$ cat src/rtl/bram_add_seq.sv
// Sequencer for the BRAM adder: reads A[i] and B[i] from one single-port BRAM, feeds the
// external adder and writes the sum back to the destination region under the adder's enable.
module bram_add_seq #(
  parameter int unsigned ADDR_W = 10,
  parameter int unsigned RD_LAT = 1
) (
  input  logic              clk_i,
  input  logic              rst_i,
  input  logic              start_i,
  input  logic [ADDR_W-1:0] src_a_base_i,
  input  logic [ADDR_W-1:0] src_b_base_i,
  input  logic [ADDR_W-1:0] dst_base_i,
  input  logic [ADDR_W-1:0] len_i,
  output logic              busy_o,
  output logic              done_o,
  output logic [ADDR_W-1:0] wr_count_o,
  output logic              bram_en_o,
  output logic [3:0]        bram_we_o,
  output logic [ADDR_W-1:0] bram_addr_o,
  output logic [31:0]       bram_din_o,
  input  logic [31:0]       bram_dout_i,
  output logic [31:0]       add_a_o,
  output logic [31:0]       add_b_o,
  input  logic [31:0]       add_c_i,
  input  logic [3:0]        add_web_i
);

  typedef enum logic [2:0] {StIdle, StRdA, StWtA, StRdB, StWtB, StWr, StDone} state_e;

  localparam logic [1:0] LastWait = 2'(RD_LAT - 1);

  state_e              state_q, state_d;
  logic [1:0]          wait_q, wait_d;
  logic [ADDR_W-1:0]   idx_q, idx_d;
  logic [ADDR_W-1:0]   a_base_q, a_base_d;
  logic [ADDR_W-1:0]   b_base_q, b_base_d;
  logic [ADDR_W-1:0]   dst_q, dst_d;
  logic [ADDR_W-1:0]   len_q, len_d;
  logic [ADDR_W-1:0]   wr_count_q, wr_count_d;
  logic [31:0]         add_a_q, add_a_d;
  logic [31:0]         add_b_q, add_b_d;

  always_ff @(posedge clk_i or posedge rst_i) begin
    if (rst_i) begin
      state_q    <= StIdle;
      wait_q     <= '0;
      idx_q      <= '0;
      a_base_q   <= '0;
      b_base_q   <= '0;
      dst_q      <= '0;
      len_q      <= '0;
      wr_count_q <= '0;
      add_a_q    <= '0;
      add_b_q    <= '0;
    end else begin
      state_q    <= state_d;
      wait_q     <= wait_d;
      idx_q      <= idx_d;
      a_base_q   <= a_base_d;
      b_base_q   <= b_base_d;
      dst_q      <= dst_d;
      len_q      <= len_d;
      wr_count_q <= wr_count_d;
      add_a_q    <= add_a_d;
      add_b_q    <= add_b_d;
    end
  end

  always_comb begin
    state_d     = state_q;
    wait_d      = wait_q;
    idx_d       = idx_q;
    a_base_d    = a_base_q;
    b_base_d    = b_base_q;
    dst_d       = dst_q;
    len_d       = len_q;
    wr_count_d  = wr_count_q;
    add_a_d     = add_a_q;
    add_b_d     = add_b_q;
    busy_o      = 1'b0;
    done_o      = 1'b0;
    bram_en_o   = 1'b0;
    bram_we_o   = 4'b0000;
    bram_addr_o = '0;
    unique case (state_q)
      StIdle: begin
        if (start_i) begin
          a_base_d   = src_a_base_i;
          b_base_d   = src_b_base_i;
          dst_d      = dst_base_i;
          len_d      = len_i;
          wr_count_d = '0;
          idx_d      = '0;
          wait_d     = '0;
          state_d    = (len_i == '0) ? StDone : StRdA;
        end
      end
      StRdA: begin
        busy_o      = 1'b1;
        bram_en_o   = 1'b1;
        bram_addr_o = a_base_q + idx_q;
        state_d     = StWtA;
      end
      StWtA: begin
        busy_o = 1'b1;
        if (wait_q == LastWait) begin
          add_a_d = bram_dout_i;
          wait_d  = '0;
          state_d = StRdB;
        end else begin
          wait_d = wait_q + 2'd1;
        end
      end
      StRdB: begin
        busy_o      = 1'b1;
        bram_en_o   = 1'b1;
        bram_addr_o = b_base_q + idx_q;
        state_d     = StWtB;
      end
      StWtB: begin
        busy_o = 1'b1;
        if (wait_q == LastWait) begin
          add_b_d = bram_dout_i;
          wait_d  = '0;
          state_d = StWr;
        end else begin
          wait_d = wait_q + 2'd1;
        end
      end
      StWr: begin
        busy_o      = 1'b1;
        bram_en_o   = 1'b1;
        bram_addr_o = dst_q + idx_q;
        bram_we_o   = {4{|add_web_i}};
        if (|add_web_i) wr_count_d = wr_count_q + ADDR_W'(1);
        idx_d   = idx_q + ADDR_W'(1);
        // idx is compared before the increment takes effect
        state_d = (idx_q == len_q - ADDR_W'(1)) ? StDone : StRdA;
      end
      StDone: begin
        done_o  = 1'b1;
        state_d = StIdle;
      end
      default: state_d = StIdle;
    endcase
  end

  assign wr_count_o = wr_count_q;
  assign add_a_o    = add_a_q;
  assign add_b_o    = add_b_q;
  assign bram_din_o = add_c_i;

endmodule

$ cat config.mk
export PLATFORM = sky130hd
export DESIGN_NAME = bram_add_seq
export DESIGN_NICKNAME = d
export VERILOG_FILES = /design/src/rtl/bram_add_seq.sv
export SDC_FILE = /design/constraint.sdc
export NUM_CORES = 1
export LEC_CHECK = 0
export CAP_MARGIN = 5
export CELL_PAD_IN_SITES_DETAIL_PLACEMENT = 1
export CELL_PAD_IN_SITES_GLOBAL_PLACEMENT = 1
export CORE_MARGIN = 2
export CORE_UTILIZATION = 34
export DETAILED_ROUTE_END_ITERATION = 16
export PLACE_DENSITY = 0.89
export SYNTH_ARGS = -nofsm -noshare
export SYNTH_HDL_FRONTEND = slang
export SYNTH_SLANG_ARGS = --single-unit
export TNS_END_PERCENT = 1
$ cat constraint.sdc
create_clock -name clk_i -period 4.81 [get_ports clk_i]
set_input_delay 0.962 -clock clk_i [delete_from_list [all_inputs] [get_ports clk_i]]
set_output_delay 0.962 -clock clk_i [all_outputs]
set_load 0.05 [all_outputs]
Word level (Yosys, flattened, before mapping)
Index checks and enable logic that the tools add are counted.
{"block": "totals", "ff_bits": 129, "input_bits": 111, "out_inout_bits": 123, "wordCells": 62}
{"block": "op_classes", "add_sub_neg": 7, "n_eq_ne": 11, "mux": 18, "reduce_logical": 16}
{"operator": "one-hot mux 10 bit (2 select lines)", "n": 2}
{"operator": "adder 10 bit", "n": 3}
{"operator": "one-hot mux 10 bit (3 select lines)", "n": 1}
{"operator": "adder 10 x 1 -> 10 bit (second input constant)", "n": 2}
{"operator": "2-to-1 mux 10 bit", "n": 2}
{"operator": "one-hot mux 3 bit (6 select lines)", "n": 1}
{"operator": "2-to-1 mux 3 bit", "n": 5}
{"operator": "equality test 10 bit", "n": 1}
{"operator": "logical NOT 10 bit", "n": 1}
{"operator": "AND reduction 2 bit", "n": 5}
{"operator": "subtractor 10 x 1 -> 10 bit (second input constant)", "n": 1}
{"operator": "equality test 3 bit (second input constant)", "n": 3}
{"operator": "!= test 2 bit (second input constant)", "n": 4}
{"operator": "equality test 3 x 2 -> 1 bit (second input constant)", "n": 2}
{"operator": "AND reduction 3 bit", "n": 2}
{"operator": "OR reduction 5 bit", "n": 1}
{"operator": "2-to-1 mux 2 bit", "n": 2}
{"operator": "2-to-1 mux 4 bit", "n": 1}
{"operator": "one-hot mux 2 bit (2 select lines)", "n": 1}
{"operator": "nonzero test 2 bit", "n": 2}
{"operator": "OR reduction 4 bit", "n": 1}
{"operator": "equality test 3 x 1 -> 1 bit (second input constant)", "n": 1}
{"operator": "logical NOT 3 bit", "n": 1}
{"operator": "2-to-1 mux 1 bit", "n": 3}
{"operator": "4 further kinds", "n": 4}

Logic depth before layout (Yosys ltp)
{"block": "depth", "depth_word": 4, "ltp_mapped": 14, "mapped_depth_nobuf": 11}

Worst setup path before layout
OpenSTA, ideal clock, no wires.
{"block": "synth_timing", "path_type": "register -> output", "startpoint": "register state_q[0]", "endpoint": "output bram_addr_o[7]", "arrival_ns": 3.244, "required_time_ns": 3.848, "setup_slack_ns": 0.604, "path_stages_with_launch": 14, "n_path_buf": 3, "cell_sequence": "dfrtp_1 -> buf_6 -> nand3b_1 -> clkbuf_1 -> buf_1 -> o22ai_1 -> a21oi_1 -> ha_1 -> a21o_1 -> a21oi_1 -> o21ai_0 -> o221ai_1 -> xor2_1 -> nor2_1"}
{"block": "synth_via", "elab_chain_len": 2, "elab_cells_between_ends": 4, "cone_classes": "eq/ne: 3; mux: 1"}
{"element": "start: declaration", "line": "32", "rtl": "state_e state_q, state_d;"}
{"element": "start signal: assignment", "line": "45", "rtl": "state_q <= StIdle;"}
{"element": "start signal: assignment", "line": "56", "rtl": "state_q <= state_d;"}
{"element": "equality test 3 bit, or another cell as far along", "line": "85", "rtl": "unique case (state_q)"}
{"element": "one-hot mux 10 bit (3 select lines) *", "line": "85"}
{"element": "end: declaration", "line": "19", "rtl": "output logic [ADDR_W-1:0] bram_addr_o,"}
Every way passes the cells marked *; elsewhere a longest branch is shown, timed or not.

Worst setup path in the final report
{"block": "layout_timing", "startpoint": "register state_q[2]", "endpoint": "output bram_addr_o[8]"}
Same word-level chain as after synthesis.

==> results.sh <==
export IMPL_setup_viol=0
export IMPL_synth_cell_type_count=56
export IMPL_sw_frac_of_total=0.4630
export IMPL_antenna_found_initial=0
export IMPL_max_slew_margin=0.4000
export IMPL_ant_nets=0
export IMPL_vdd_drop_max_mv=0.4503
export IMPL_grt_pass1_vias=5521
export IMPL_cp_data_arrival_time_ps=3510
export IMPL_seqPwrFrac=0.279
export IMPL_core_area_um2=18770
export IMPL_hold_buffers=0
export IMPL_maxCapViolCount=0
export IMPL_hold_violations=0
export IMPL_syn_area_per_cell_um2=10.10
export IMPL_worstHoldPathCells=2
export IMPL_drtPass1Iterations=4
export IMPL_synthArstFlopShare=1.000
export IMPL_ys_ff_latch=129
export IMPL_viasPerCell=5.096
export IMPL_grt_first_pass_wirelength_mm=29.73
export IMPL_worst_r2r_startpoint="len_q[0]"
export IMPL_clk_latency_ps=420
export IMPL_min_from="b_base_q[9]"
export IMPL_min_period_over_period=0.9304
export IMPL_area_growth_pct=34.83
export IMPL_holdCritPathClass="reg -> reg"
export IMPL_drc=0
export IMPL_synth_cells=646
export IMPL_p_sw_mw=3.151
export IMPL_synth_area_um2=6528
export IMPL_place_ws_ps=518.8
export IMPL_power_density_nw_per_um2=773.1
export IMPL_critical_path_max_fanout=14
export IMPL_final_cell_mix="clkdlybuf4s50_1, nand2_1, dfrtp_1, mux2_2, nor2_1"
export IMPL_reg2reg_setup_slack_ps=2440
export IMPL_worst_pin_slew_ps=900.0
export IMPL_final_common_cell="clkdlybuf4s50_1"
export IMPL_cts_max_level=4
export IMPL_timing_fmax_ghz=0.2235
export IMPL_power_internal_mw=3.653
export IMPL_gp_congestion=0.8136
export IMPL_grt_max_degree=70
export IMPL_dieArea_um2=20320
export IMPL_numCtsBuffers=17
export IMPL_io_pins=234
export IMPL_worstSetupStartpoint="state_q[2]"
export IMPL_overflow=0
export IMPL_layout_nets=899
export IMPL_routedWlPerCell_um=18.20
export IMPL_drt_iter0_markers=260
export IMPL_finalClockSkew_ps=9.100
export IMPL_synth_main_ff_cell="dfrtp_1"
export IMPL_portBuffers=169
export IMPL_required_ps=3850
export IMPL_r2r_end="state_q[0]"
export IMPL_cpMaxStageDelayCell="dfrtp_1"
export IMPL_hold_end="b_base_q[9]"
export IMPL_cp_cell_sequence="inv_1 -> o22ai_1 -> a21oi_1 -> ha_1 -> fa_1 -> a21o_1 -> a21oi_1 -> o21bai_1 -> a2111oi_2 -> or4_1 -> nand2_1 -> buf_12"
export IMPL_yosys_area_top_type="dfrtp_1"
export IMPL_pwr_share_comb=0.526
export IMPL_synth_yosys_seq_area_share=0.4945
export IMPL_grtUsageTotal=0.1872
export IMPL_cts_setup_buffers=0
export IMPL_clock_sinks=129
export IMPL_drt_total_wl_mm=18.57
export IMPL_layout_drive_gt1_share=0.1628
export IMPL_die_height_um=142.6
export IMPL_synth_edf_count=0
export IMPL_p_leak_nw=3.924
export IMPL_clkPwrFrac=0.195
export IMPL_clk_pin_slew_ps=60
export IMPL_netlist_top_cells_area="dfrtp_1, mux2_2, nand2_1"
export IMPL_worst_path_buf_inv=2
export IMPL_clk_path_buf_depth=2
export IMPL_maxSlewViolCount=0
export IMPL_crit_path_frequent_cell="a21oi_1"
export IMPL_yosys_warnings=0
export IMPL_fp_dieW_um=142.6
export IMPL_path_class="reg -> out"
export IMPL_cp_top_family="compound AO/OA/AOI/OAI gates"
export IMPL_vias=5198
export IMPL_post_dp_hpwl_mm=13.20
export IMPL_yosys_area_top_type_share=0.4945
export IMPL_worst_setup_path_end_kind="primary output"
export IMPL_synth_nets=772
export IMPL_antenna_cells=0
export IMPL_rows=50
export IMPL_n_fill_cell=2064
export IMPL_rsz0062_at_grt="false"
export IMPL_fin_ws_ps=335.0
export IMPL_run_status="finished clean"
export IMPL_critPathMaxStageDelay_ps=480
export IMPL_initial_core_util=0.3478
export IMPL_cts_tree="built"
export IMPL_tns_ps=0
export IMPL_clockRootBuffer="clkbuf_16"
export IMPL_period_minus_slack_ps=4475
export IMPL_r2r_cells=8
export IMPL_critPathLaunchType="flop"
per-stage QoR:
step	hold WS [ps]	power (mW)	instances	instance area (um^2)	utilization
4_1_cts	484.6	6.868	1020	8792	0.4685
3_3_place_gp	462.9	5.358	988	8192	0.4365
5_1_grt	511.7	7.173	1020	8801	0.4689
6_report	479.0	6.804	1020	8801	0.4689
2_1_floorplan	445.9	4.379	646	6528	-
3_5_place_dp	464.3	5.489	988	8192	0.4365
cells in the mapped netlist (all sizes together) (2+ instances only):
| cell | number |
|---|---|
| a211oi | 2 |
| a21o | 2 |
| a21oi | 19 |
| a221oi | 5 |
| and3 | 8 |
| and4 | 2 |
| buf | 46 |
| clkbuf | 22 |
| dfrtp | 129 |
| ha | 14 |
| inv | 12 |
| mux2 | 65 |
| mux2i | 3 |
| nand2 | 143 |
| nand3 | 12 |
| nand3b | 2 |
| nand4 | 6 |
| nor2 | 37 |
| nor2b | 2 |
| nor3 | 7 |
| nor4 | 5 |
| o21a | 2 |
| o21ai | 24 |
| o21bai | 2 |
| o221ai | 3 |
| o22ai | 19 |
| o31ai | 4 |
| or3 | 3 |
| or4 | 2 |
| xnor2 | 10 |
| xor2 | 18 |
timing repair:
action | 4_1_cts | 5_1_grt
endpoints found under the hold margin | 0 | 0
resized for setup | 0 | 3
endpoints found under the setup margin | 0 | 1
cell families after synthesis:
logic type | share of synthesized area
AND/OR/NAND/NOR | 0.1556
flip-flops | 0.4945
XOR/XNOR | 0.03757
AO/OA/AOI/OAI | 0.08741
buffers and inverters | 0.07820
multiplexers | 0.1167
adder cells (fa/ha/maj) | 0.02990
routing by layer:
layer / GRT usage / share of wire / vias up
li1: - / - / 2438
met1: 0.2382 / 0.44 / 2588
met2: 0.3100 / 0.50 / 136
met3: 0.04509 / 0.043 / 36
met4: 0.06931 / 0.023 / 0
met5: 0 / 0 / -
registers in the layout (all words and copies together), names as in the netlist, 3 cells and up:
register / count
wr_count_o: 10
add_b_o: 32
dst_q: 10
b_base_q: 10
add_a_o: 32
a_base_q: 10
state_q: 3
len_q: 10
idx_q: 10
worst max path at each step:
stage	to	cells past startpoint
2_1_floorplan	a_base_q[0]	1
5_1_grt	bram_addr_o[8]	12
3_5_place_dp	bram_addr_o[8]	12
4_1_cts	bram_addr_o[8]	12
6_report	bram_addr_o[8]	12
3_3_place_gp	bram_addr_o[8]	12
cell type report:
class,instances,area (um^2),share of cell area
flip-flops and latches,129,3228,0.3668
repair buffers,178,1824,0.2073
multi-input cells,434,2804,0.3186
clock inverters,15,175.2,0.01990
clock buffers,17,425.4,0.04834
well taps,234,292.8,0.03327
inverters,13,51.30,0.005829
worst register-to-register path, delay by kind of cell, from the launching register on:
| family | cells | cell delay [ps] |
|---|---|---|
| XOR/XNOR | 1 | 120 |
| AO/OA/AOI/OAI | 3 | 930 |
| flip-flops | 1 | 430 |
| AND/OR/NAND/NOR | 1 | 200 |
| adder cells (fa/ha/maj) | 1 | 410 |
| buffers and inverters | 2 | 200 |
power by group through the flow:
stage	registers, mW	clock network (mW)	logic, mW
detailed placement	1.92	0	3.57
global placement	1.88	0	3.48
CTS	1.90	1.36	3.61
global route	1.96	1.41	3.80
finish	1.90	1.32	3.58
floorplan	2.78	0	1.59
No activity file was read; power rests on OpenSTA's default activity.
